==> src/rtl/id_ex_stage.sv <==
// rtl/id_ex_stage.sv - ID/EX pipeline register with operand forwarding and load-use detection
//
// Purpose:
//   Latches the decoded instruction from ID and presents forwarded ALU operands,
//   the registered ALU op and the MEM/WB control bits to EX. Detects a load-use
//   dependency against the instruction in EX and raises hazard_stall so that ID
//   and the PC hold for one cycle while a bubble is inserted.
//
// Ports:
//   clk, rst_n                 clock, synchronous active-low reset
//   stall                      downstream hold, register keeps its contents
//   flush                      squash, next EX state is a bubble
//   id_*                       decoded instruction fields from ID
//   mem_reg_write/rd/result    EX/MEM write-back source for forwarding
//   wb_reg_write/rd/result     MEM/WB write-back source for forwarding/bypass
//   alu_a, alu_b, alu_control  ALU operands and op for EX
//   ex_store_data              forwarded rt value for stores
//   ex_dest, ex_valid, ex_*    registered destination and control bits
//   hazard_stall               load-use detected, ID/PC must hold this cycle
module id_ex_stage #(
  parameter int DATA_W = 32,
  parameter int RA_W   = 5
) (
  input  logic              clk,
  input  logic              rst_n,
  input  logic              stall,
  input  logic              flush,
  input  logic              id_valid,
  input  logic [DATA_W-1:0] id_rs_data,
  input  logic [DATA_W-1:0] id_rt_data,
  input  logic [DATA_W-1:0] id_imm,
  input  logic [RA_W-1:0]   id_rs,
  input  logic [RA_W-1:0]   id_rt,
  input  logic [RA_W-1:0]   id_rd,
  input  logic [2:0]        id_alu_control,
  input  logic              id_alu_src,
  input  logic              id_reg_dst,
  input  logic              id_reg_write,
  input  logic              id_mem_read,
  input  logic              id_mem_write,
  input  logic              id_mem_to_reg,
  input  logic              id_branch,
  input  logic              mem_reg_write,
  input  logic [RA_W-1:0]   mem_rd,
  input  logic [DATA_W-1:0] mem_result,
  input  logic              wb_reg_write,
  input  logic [RA_W-1:0]   wb_rd,
  input  logic [DATA_W-1:0] wb_result,
  output logic [DATA_W-1:0] alu_a,
  output logic [DATA_W-1:0] alu_b,
  output logic [2:0]        alu_control,
  output logic [DATA_W-1:0] ex_store_data,
  output logic [RA_W-1:0]   ex_dest,
  output logic              ex_valid,
  output logic              ex_reg_write,
  output logic              ex_mem_read,
  output logic              ex_mem_write,
  output logic              ex_mem_to_reg,
  output logic              ex_branch,
  output logic              hazard_stall
);

  logic              valid_q, valid_d;
  logic              reg_write_q, reg_write_d;
  logic              mem_read_q, mem_read_d;
  logic              mem_write_q, mem_write_d;
  logic              mem_to_reg_q, mem_to_reg_d;
  logic              branch_q, branch_d;
  logic [2:0]        alu_control_q, alu_control_d;
  logic              alu_src_q, alu_src_d;
  logic [RA_W-1:0]   rs_q, rs_d;
  logic [RA_W-1:0]   rt_q, rt_d;
  logic [RA_W-1:0]   dest_q, dest_d;
  logic [DATA_W-1:0] rs_data_q, rs_data_d;
  logic [DATA_W-1:0] rt_data_q, rt_data_d;
  logic [DATA_W-1:0] imm_q, imm_d;

  // A write-back source only counts when it writes a non-zero register.
  logic mem_wr_live, wb_wr_live;
  assign mem_wr_live = mem_reg_write && (mem_rd != '0);
  assign wb_wr_live  = wb_reg_write  && (wb_rd  != '0);

  assign hazard_stall = valid_q && mem_read_q && (dest_q != '0) && id_valid &&
                        ((dest_q == id_rs) || (dest_q == id_rt));

  always_comb begin
    valid_d       = valid_q;
    reg_write_d   = reg_write_q;
    mem_read_d    = mem_read_q;
    mem_write_d   = mem_write_q;
    mem_to_reg_d  = mem_to_reg_q;
    branch_d      = branch_q;
    alu_control_d = alu_control_q;
    alu_src_d     = alu_src_q;
    rs_d          = rs_q;
    rt_d          = rt_q;
    dest_d        = dest_q;
    rs_data_d     = rs_data_q;
    rt_data_d     = rt_data_q;
    imm_d         = imm_q;

    if (flush || (!stall && hazard_stall)) begin
      // Bubble: data fields keep stale values, only control is cleared.
      valid_d       = 1'b0;
      reg_write_d   = 1'b0;
      mem_read_d    = 1'b0;
      mem_write_d   = 1'b0;
      mem_to_reg_d  = 1'b0;
      branch_d      = 1'b0;
      alu_control_d = 3'b000;
    end else if (stall) begin
      // A write-back landing while held must not be lost once EX resumes.
      if (wb_wr_live && (wb_rd == rs_q)) rs_data_d = wb_result;
      if (wb_wr_live && (wb_rd == rt_q)) rt_data_d = wb_result;
    end else begin
      valid_d       = id_valid;
      reg_write_d   = id_valid && id_reg_write;
      mem_read_d    = id_valid && id_mem_read;
      mem_write_d   = id_valid && id_mem_write;
      mem_to_reg_d  = id_valid && id_mem_to_reg;
      branch_d      = id_valid && id_branch;
      alu_control_d = id_valid ? id_alu_control : 3'b000;
      alu_src_d     = id_alu_src;
      rs_d          = id_rs;
      rt_d          = id_rt;
      dest_d        = id_reg_dst ? id_rd : id_rt;
      imm_d         = id_imm;
      // The register file is read before WB writes it, so bypass on capture.
      rs_data_d     = (wb_wr_live && (wb_rd == id_rs)) ? wb_result : id_rs_data;
      rt_data_d     = (wb_wr_live && (wb_rd == id_rt)) ? wb_result : id_rt_data;
    end
  end

  always_ff @(posedge clk) begin
    if (!rst_n) begin
      valid_q       <= 1'b0;
      reg_write_q   <= 1'b0;
      mem_read_q    <= 1'b0;
      mem_write_q   <= 1'b0;
      mem_to_reg_q  <= 1'b0;
      branch_q      <= 1'b0;
      alu_control_q <= 3'b000;
      alu_src_q     <= 1'b0;
      rs_q          <= '0;
      rt_q          <= '0;
      dest_q        <= '0;
      rs_data_q     <= '0;
      rt_data_q     <= '0;
      imm_q         <= '0;
    end else begin
      valid_q       <= valid_d;
      reg_write_q   <= reg_write_d;
      mem_read_q    <= mem_read_d;
      mem_write_q   <= mem_write_d;
      mem_to_reg_q  <= mem_to_reg_d;
      branch_q      <= branch_d;
      alu_control_q <= alu_control_d;
      alu_src_q     <= alu_src_d;
      rs_q          <= rs_d;
      rt_q          <= rt_d;
      dest_q        <= dest_d;
      rs_data_q     <= rs_data_d;
      rt_data_q     <= rt_data_d;
      imm_q         <= imm_d;
    end
  end

  // Forwarding: MEM is the younger result, so it wins over WB.
  always_comb begin
    alu_a = rs_data_q;
    if (mem_wr_live && (mem_rd == rs_q))     alu_a = mem_result;
    else if (wb_wr_live && (wb_rd == rs_q))  alu_a = wb_result;

    ex_store_data = rt_data_q;
    if (mem_wr_live && (mem_rd == rt_q))     ex_store_data = mem_result;
    else if (wb_wr_live && (wb_rd == rt_q))  ex_store_data = wb_result;
  end

  assign alu_b         = alu_src_q ? imm_q : ex_store_data;
  assign alu_control   = alu_control_q;
  assign ex_dest       = dest_q;
  assign ex_valid      = valid_q;
  assign ex_reg_write  = reg_write_q;
  assign ex_mem_read   = mem_read_q;
  assign ex_mem_write  = mem_write_q;
  assign ex_mem_to_reg = mem_to_reg_q;
  assign ex_branch     = branch_q;

endmodule

==> config.mk <==
export PLATFORM = sky130hd
export DESIGN_NAME = id_ex_stage
export DESIGN_NICKNAME = d
export VERILOG_FILES = /design/src/rtl/id_ex_stage.sv
export SDC_FILE = /design/constraint.sdc
export NUM_CORES = 1
export LEC_CHECK = 0
export CAP_MARGIN = 20
export CORE_UTILIZATION = 25
export DETAILED_ROUTE_END_ITERATION = 10
export PLACE_DENSITY = 0.51
export SLEW_MARGIN = 20
export SYNTH_ARGS = -nofsm -noshare
export SYNTH_HDL_FRONTEND = slang
export SYNTH_SLANG_ARGS = --single-unit
==> constraint.sdc <==
create_clock -name clk -period 4.65 [get_ports clk]
set_clock_uncertainty 0.15 [all_clocks]
set_input_delay 0.93 -clock clk [delete_from_list [all_inputs] [get_ports clk]]
set_output_delay 0.93 -clock clk [all_outputs]
set_load 0.02 [all_outputs]
---- Yosys cells after proc, flatten, opt, wreduce, memory -nomap -nowiden ----
Index checks and enable logic that the tools add are counted.
operators by class
  eq/ne operators ......................... 8
  reduce and logical (&&, ||, !) cells .... 26
  bitwise logic cells ..................... 3
  muxes and demuxes ....................... 11
operators by type and width
  operator             count
  $mux W32             9
  $eq A5 B5 Y1         8
  $logic_and A1 B1 Y1  18
  $reduce_bool A5 Y1   3
  $mux W5              1
  $mux W3              1
  $not A1 Y1           3
  $logic_or A1 B1 Y1   2
  $reduce_and A2 Y1    1
  $reduce_or A2 Y1     1
  $logic_not A1 Y1     1
word-level totals
  output and inout bits ................... 111
  bits in registers ....................... 121
  logic and storage cells ................. 62
  bits of input ports ..................... 202

---- Depth between registers and ports, before layout ----
  depth after elaboration ................. 8
  mapped depth ............................ 8
  gate-level depth less buffers ........... 6

---- Worst setup path before layout ----
Ideal clock, no wire load.
  path type ............................... input port to output port
  from .................................... in wb_rd[2]
  to ...................................... out alu_b[24]
  slack ................................... 0.595 ns
  cell stages on the path ................. 8
  path buffers ............................ 2
  arrival time ............................ 2.975 ns
  data required time ...................... 3.570 ns
  cells stage by stage .................... buf_2 > xnor2_1 > nand4_1 > nor4_4 > buf_6 > mux2_4 > mux2_2 > mux2_2
between the ends
  word-level cells in the longest chain between the ends .. 6
  elaborated cells between the ends (all ways) .. 7
  classes of those cells .................. 1 x eq/ne; 3 x mux; 3 x reduce/logical
ends and longest elaborated chain
  what                         RTL line  source
  start: declaration           47        input logic [RA_W-1:0] wb_rd,
  $reduce_bool A5 Y1           81        assign wb_wr_live = wb_reg_write && (wb_rd != '0);
  $logic_and A1 B1 Y1          81
  $logic_and A1 B1 Y1 *        176       else if (wb_wr_live && (wb_rd == rt_q)) ex_store_data = wb_result;
  $mux W32 *                   n/a
  $mux W32 *                   175       if (mem_wr_live && (mem_rd == rt_q)) ex_store_data = mem_result;
  named net ex_store_data[24]  52        output logic [DATA_W-1:0] ex_store_data,
  $mux W32 *                   179       assign alu_b = alu_src_q ? imm_q : ex_store_data;
  end: declaration             50        output logic [DATA_W-1:0] alu_b,
The timed path passes the listed nets; every way through them passes the cells marked *.

---- Worst setup path in the final report ----
  from .................................... in wb_rd[2]
  to ...................................... out alu_a[22]
between the ends
  word-level cells in the longest chain between the ends .. 5
  elaborated cells between the ends (all ways) .. 6
  classes of those cells .................. 1 x eq/ne; 2 x mux; 3 x reduce/logical
ends and longest elaborated chain
  what                   RTL line  source
  $reduce_bool A5 Y1     81
  $logic_and A1 B1 Y1    81
  $logic_and A1 B1 Y1 *  172       else if (wb_wr_live && (wb_rd == rs_q)) alu_a = wb_result;
  $mux W32 *             n/a
  $mux W32 *             171       if (mem_wr_live && (mem_rd == rs_q)) alu_a = mem_result;
  end: declaration       49        output logic [DATA_W-1:0] alu_a,
Mark *: on every way between the ends. The rest lies on a longest branch, timed or not.

==> metrics.txt <==
GRT overflow=0; final hold violation count=0; Worst Hold Class=reg2reg; simple-gate area share of the yosys netlist=7.80%; CTS tree=built; Post-Place Setup Slack=-322 ps; RD Place Congestion=0.781; total wire length=31100 µm; Distinct cells, synth=40; mapped cell area=7620 µm²; min Tclk post-route=4600 ps; Detailed Place HPWL=21300 µm; combinational share of power=24.1%; I/O pin total=313; post-CTS setup repair buffer count=0; period utilisation layout=99.0%; layout cells sized above 1=28.6%; initial antenna violation count=4; Pre-Repair DR Iteration Count=8; LEAKAGE=0.00489 µW; clock-pin slew on the worst setup and hold paths=60 ps; Worst Path Arrival=3520 ps; Power Dens Cells=274 nW/µm²; Worst-Margin Slew=1060 ps; CP delay by family, top=buffers and inverters; CP max-delay cell=clkdlybuf4s50_1; largest net degree at the start of global routing=64; maximum root-to-sink buffer count=2; status=finished, final reports clean; commonest non-fill, non-tap cell in the layout=clkdlybuf4s50_1; Slew Limit Fails=0; Setup-failing EPs final=0; Detail Route Antenna Nets=0; critical path type=in2out; Syn Nets=958; Initial DRC Count=572; Clk Latency, worst-skew pair=420 ps; Syn. warnings=0; DIE WIDTH=177 µm; Primary FF master, synth=dfxtp_1; Overall Global Routing Usage=19.7%; slack of the critical path=46.9 ps; Setup TNS=0 ps; row cnt=63; xor/xnor cell area share of the yosys netlist=4.60%; Root Buffer=clkbuf_16; DR vias=7274; Sw Ratio=30.1%; die area=31200 µm²; drt wl/cell=21.0 µm; Initial Utilization=25.6%; Switch Pwr=978 µW; critical path startpoint category=input pin; synthesized area per cell=10.1 µm²; worst path required time=3570 ps; VDD IR-drop max=0.237 mV; post-synthesis compound-gate area fraction=16.8%; asr flop ratio synth=0%; port bufs=312; Setup crit end kind=output pin; most frequent cells in the layout=215 x clkdlybuf4s50_1, 130 x mux2_2, 120 x dfxtp_1; Nets=1276; via/cell ratio=4.92; post-synthesis adder-cell area fraction=0%; htree depth=4; Flop pwr share=34.6%; # DRC=0; Buf/Inv on CP=5; crit path max fanout=32; Seq/Total Area, Yosys=31.8%; placeable core area=29800 µm²; reg2reg setup slack=1610 ps; Max-cap violations=0; Clock Sinks=121; CP max stage delay=500 ps; Layout area overhead=55.7%; EDFF count, synth=0; fmax=0.217 GHz; crit-path cells=clkdlybuf4s50_1 -> buf_4 -> buf_4 -> xnor2_1 -> nand4_1 -> nor4_4 -> buf_12 -> mux2_2 -> mux2_2 -> dlygate4sd2_1; relative max-transition margin=29.1%; FF+latch count, synth=121; RSZ-0062 raised after global routing=true; Internal Power=2270 µW; vias in the first global route=7490; Clock Power Share=41.2%; largest family of logic cells by synthesized area=multiplexers; Top Registers=imm_q: 32 flops, rs_data_q: 32 flops, rt_data_q: 32 flops; multiplexer share of the synthesized area=34.9%; CTS buffer count=17; cells after synthesis=756; Die Ht=177 µm; first-pass GRT wire length=46500 µm
==> stage by stage <==
stage	util, %	power, µW	instances	cell area (µm²)	hold WS, ps
floorplan	-	1540	756	7620	275
global placement	38.6	1980	1445	11500	288
detailed placement	38.6	1980	1445	11500	292
CTS	40.0	3300	1477	11900	302
global route	39.8	3400	1478	11900	314
finish	39.8	3250	1479	11900	300
==> routing by layer <==
| layer | vias up | GRT usage (%) | part of all wire [%] |
|---|---|---|---|
| met5 | - | 0 | 0.077 |
| li1 | 3487 | - | - |
| met4 | 4 | 3.20 | 0.52 |
| met2 | 250 | 33.8 | 48 |
| met1 | 3519 | 24.6 | 44 |
| met3 | 14 | 5.76 | 6.9 |
==> what timing repair did <==
item | in CTS | in global routing
setup endpoints to repair | 93 | 51
hold buffers | 0 | 0
pin swaps | 1 | 0
gates resized for setup | 166 | 20
==> path summary, 6_finish.rpt <==
check / cells after the start / from / end
setup / recovery: 10 / wb_rd[2] / alu_a[22]
setup reg to reg: 6 / ex_dest[0] / ex_dest[3]
hold / removal: 2 / imm_q[13] / imm_q[13]
hold reg to reg: 2 / imm_q[13] / imm_q[13]
==> power by group through the flow <==
stage          combinational, µW  clock, µW  sequential [µW]
6_report                     784       1340             1130
3_5_place_dp                 832          0             1150
4_1_cts                      795       1380             1130
2_1_floorplan                401          0             1140
3_3_place_gp                 834          0             1150
5_1_grt                      840       1430             1130
==> layout make-up <==
type | instances | area, µm²
diodes | 2 | 5.00
repair buffers | 367 | 3410
clock inverters | 14 | 136
well taps | 390 | 488
inverters | 3 | 11.3
multi-input cells | 564 | 4960
clock buffers | 18 | 439
fillers | 3006 | 17900
flip-flops and latches | 121 | 2420
==> Yosys cell counts (2+ instances only) <==
| library cell | instances | area share [%] |
|---|---|---|
| a211oi_1 | 5 | 0.49 |
| a21oi_1 | 45 | 3.0 |
| a222oi_1 | 32 | 4.2 |
| a22oi_1 | 8 | 0.79 |
| buf_1 | 7 | 0.34 |
| buf_2 | 14 | 0.92 |
| buf_6 | 4 | 0.59 |
| clkbuf_1 | 43 | 2.1 |
| dfxtp_1 | 121 | 32 |
| inv_1 | 2 | 0.099 |
| mux2_1 | 12 | 1.8 |
| mux2_2 | 130 | 19 |
| mux2_4 | 46 | 9.1 |
| mux2i_1 | 37 | 4.9 |
| nand2_1 | 92 | 4.5 |
| nand3_1 | 4 | 0.26 |
| nand4_1 | 4 | 0.33 |
| nor2_1 | 21 | 1.0 |
| nor4_1 | 3 | 0.25 |
| o2111a_1 | 2 | 0.30 |
| o21ai_0 | 3 | 0.20 |
| o2bb2ai_1 | 63 | 7.2 |
| or4_1 | 3 | 0.30 |
| xnor2_1 | 30 | 3.4 |
| xor2_1 | 10 | 1.1 |
==> worst min-delay path, delay by kind of cell, from the launching register on <==
kind	cells	cell delay, ps
compound gates	1	50
flops	1	310
simple gates	1	50
==> cells by family after synthesis <==
family | Yosys count
AOI/OAI and AO/OA | 165
xor gates and xnor gates | 40
buffers and inverters | 71
DFF | 121
muxes | 225
and+or+nand+nor | 134
(Power assumes the default switching activity.)
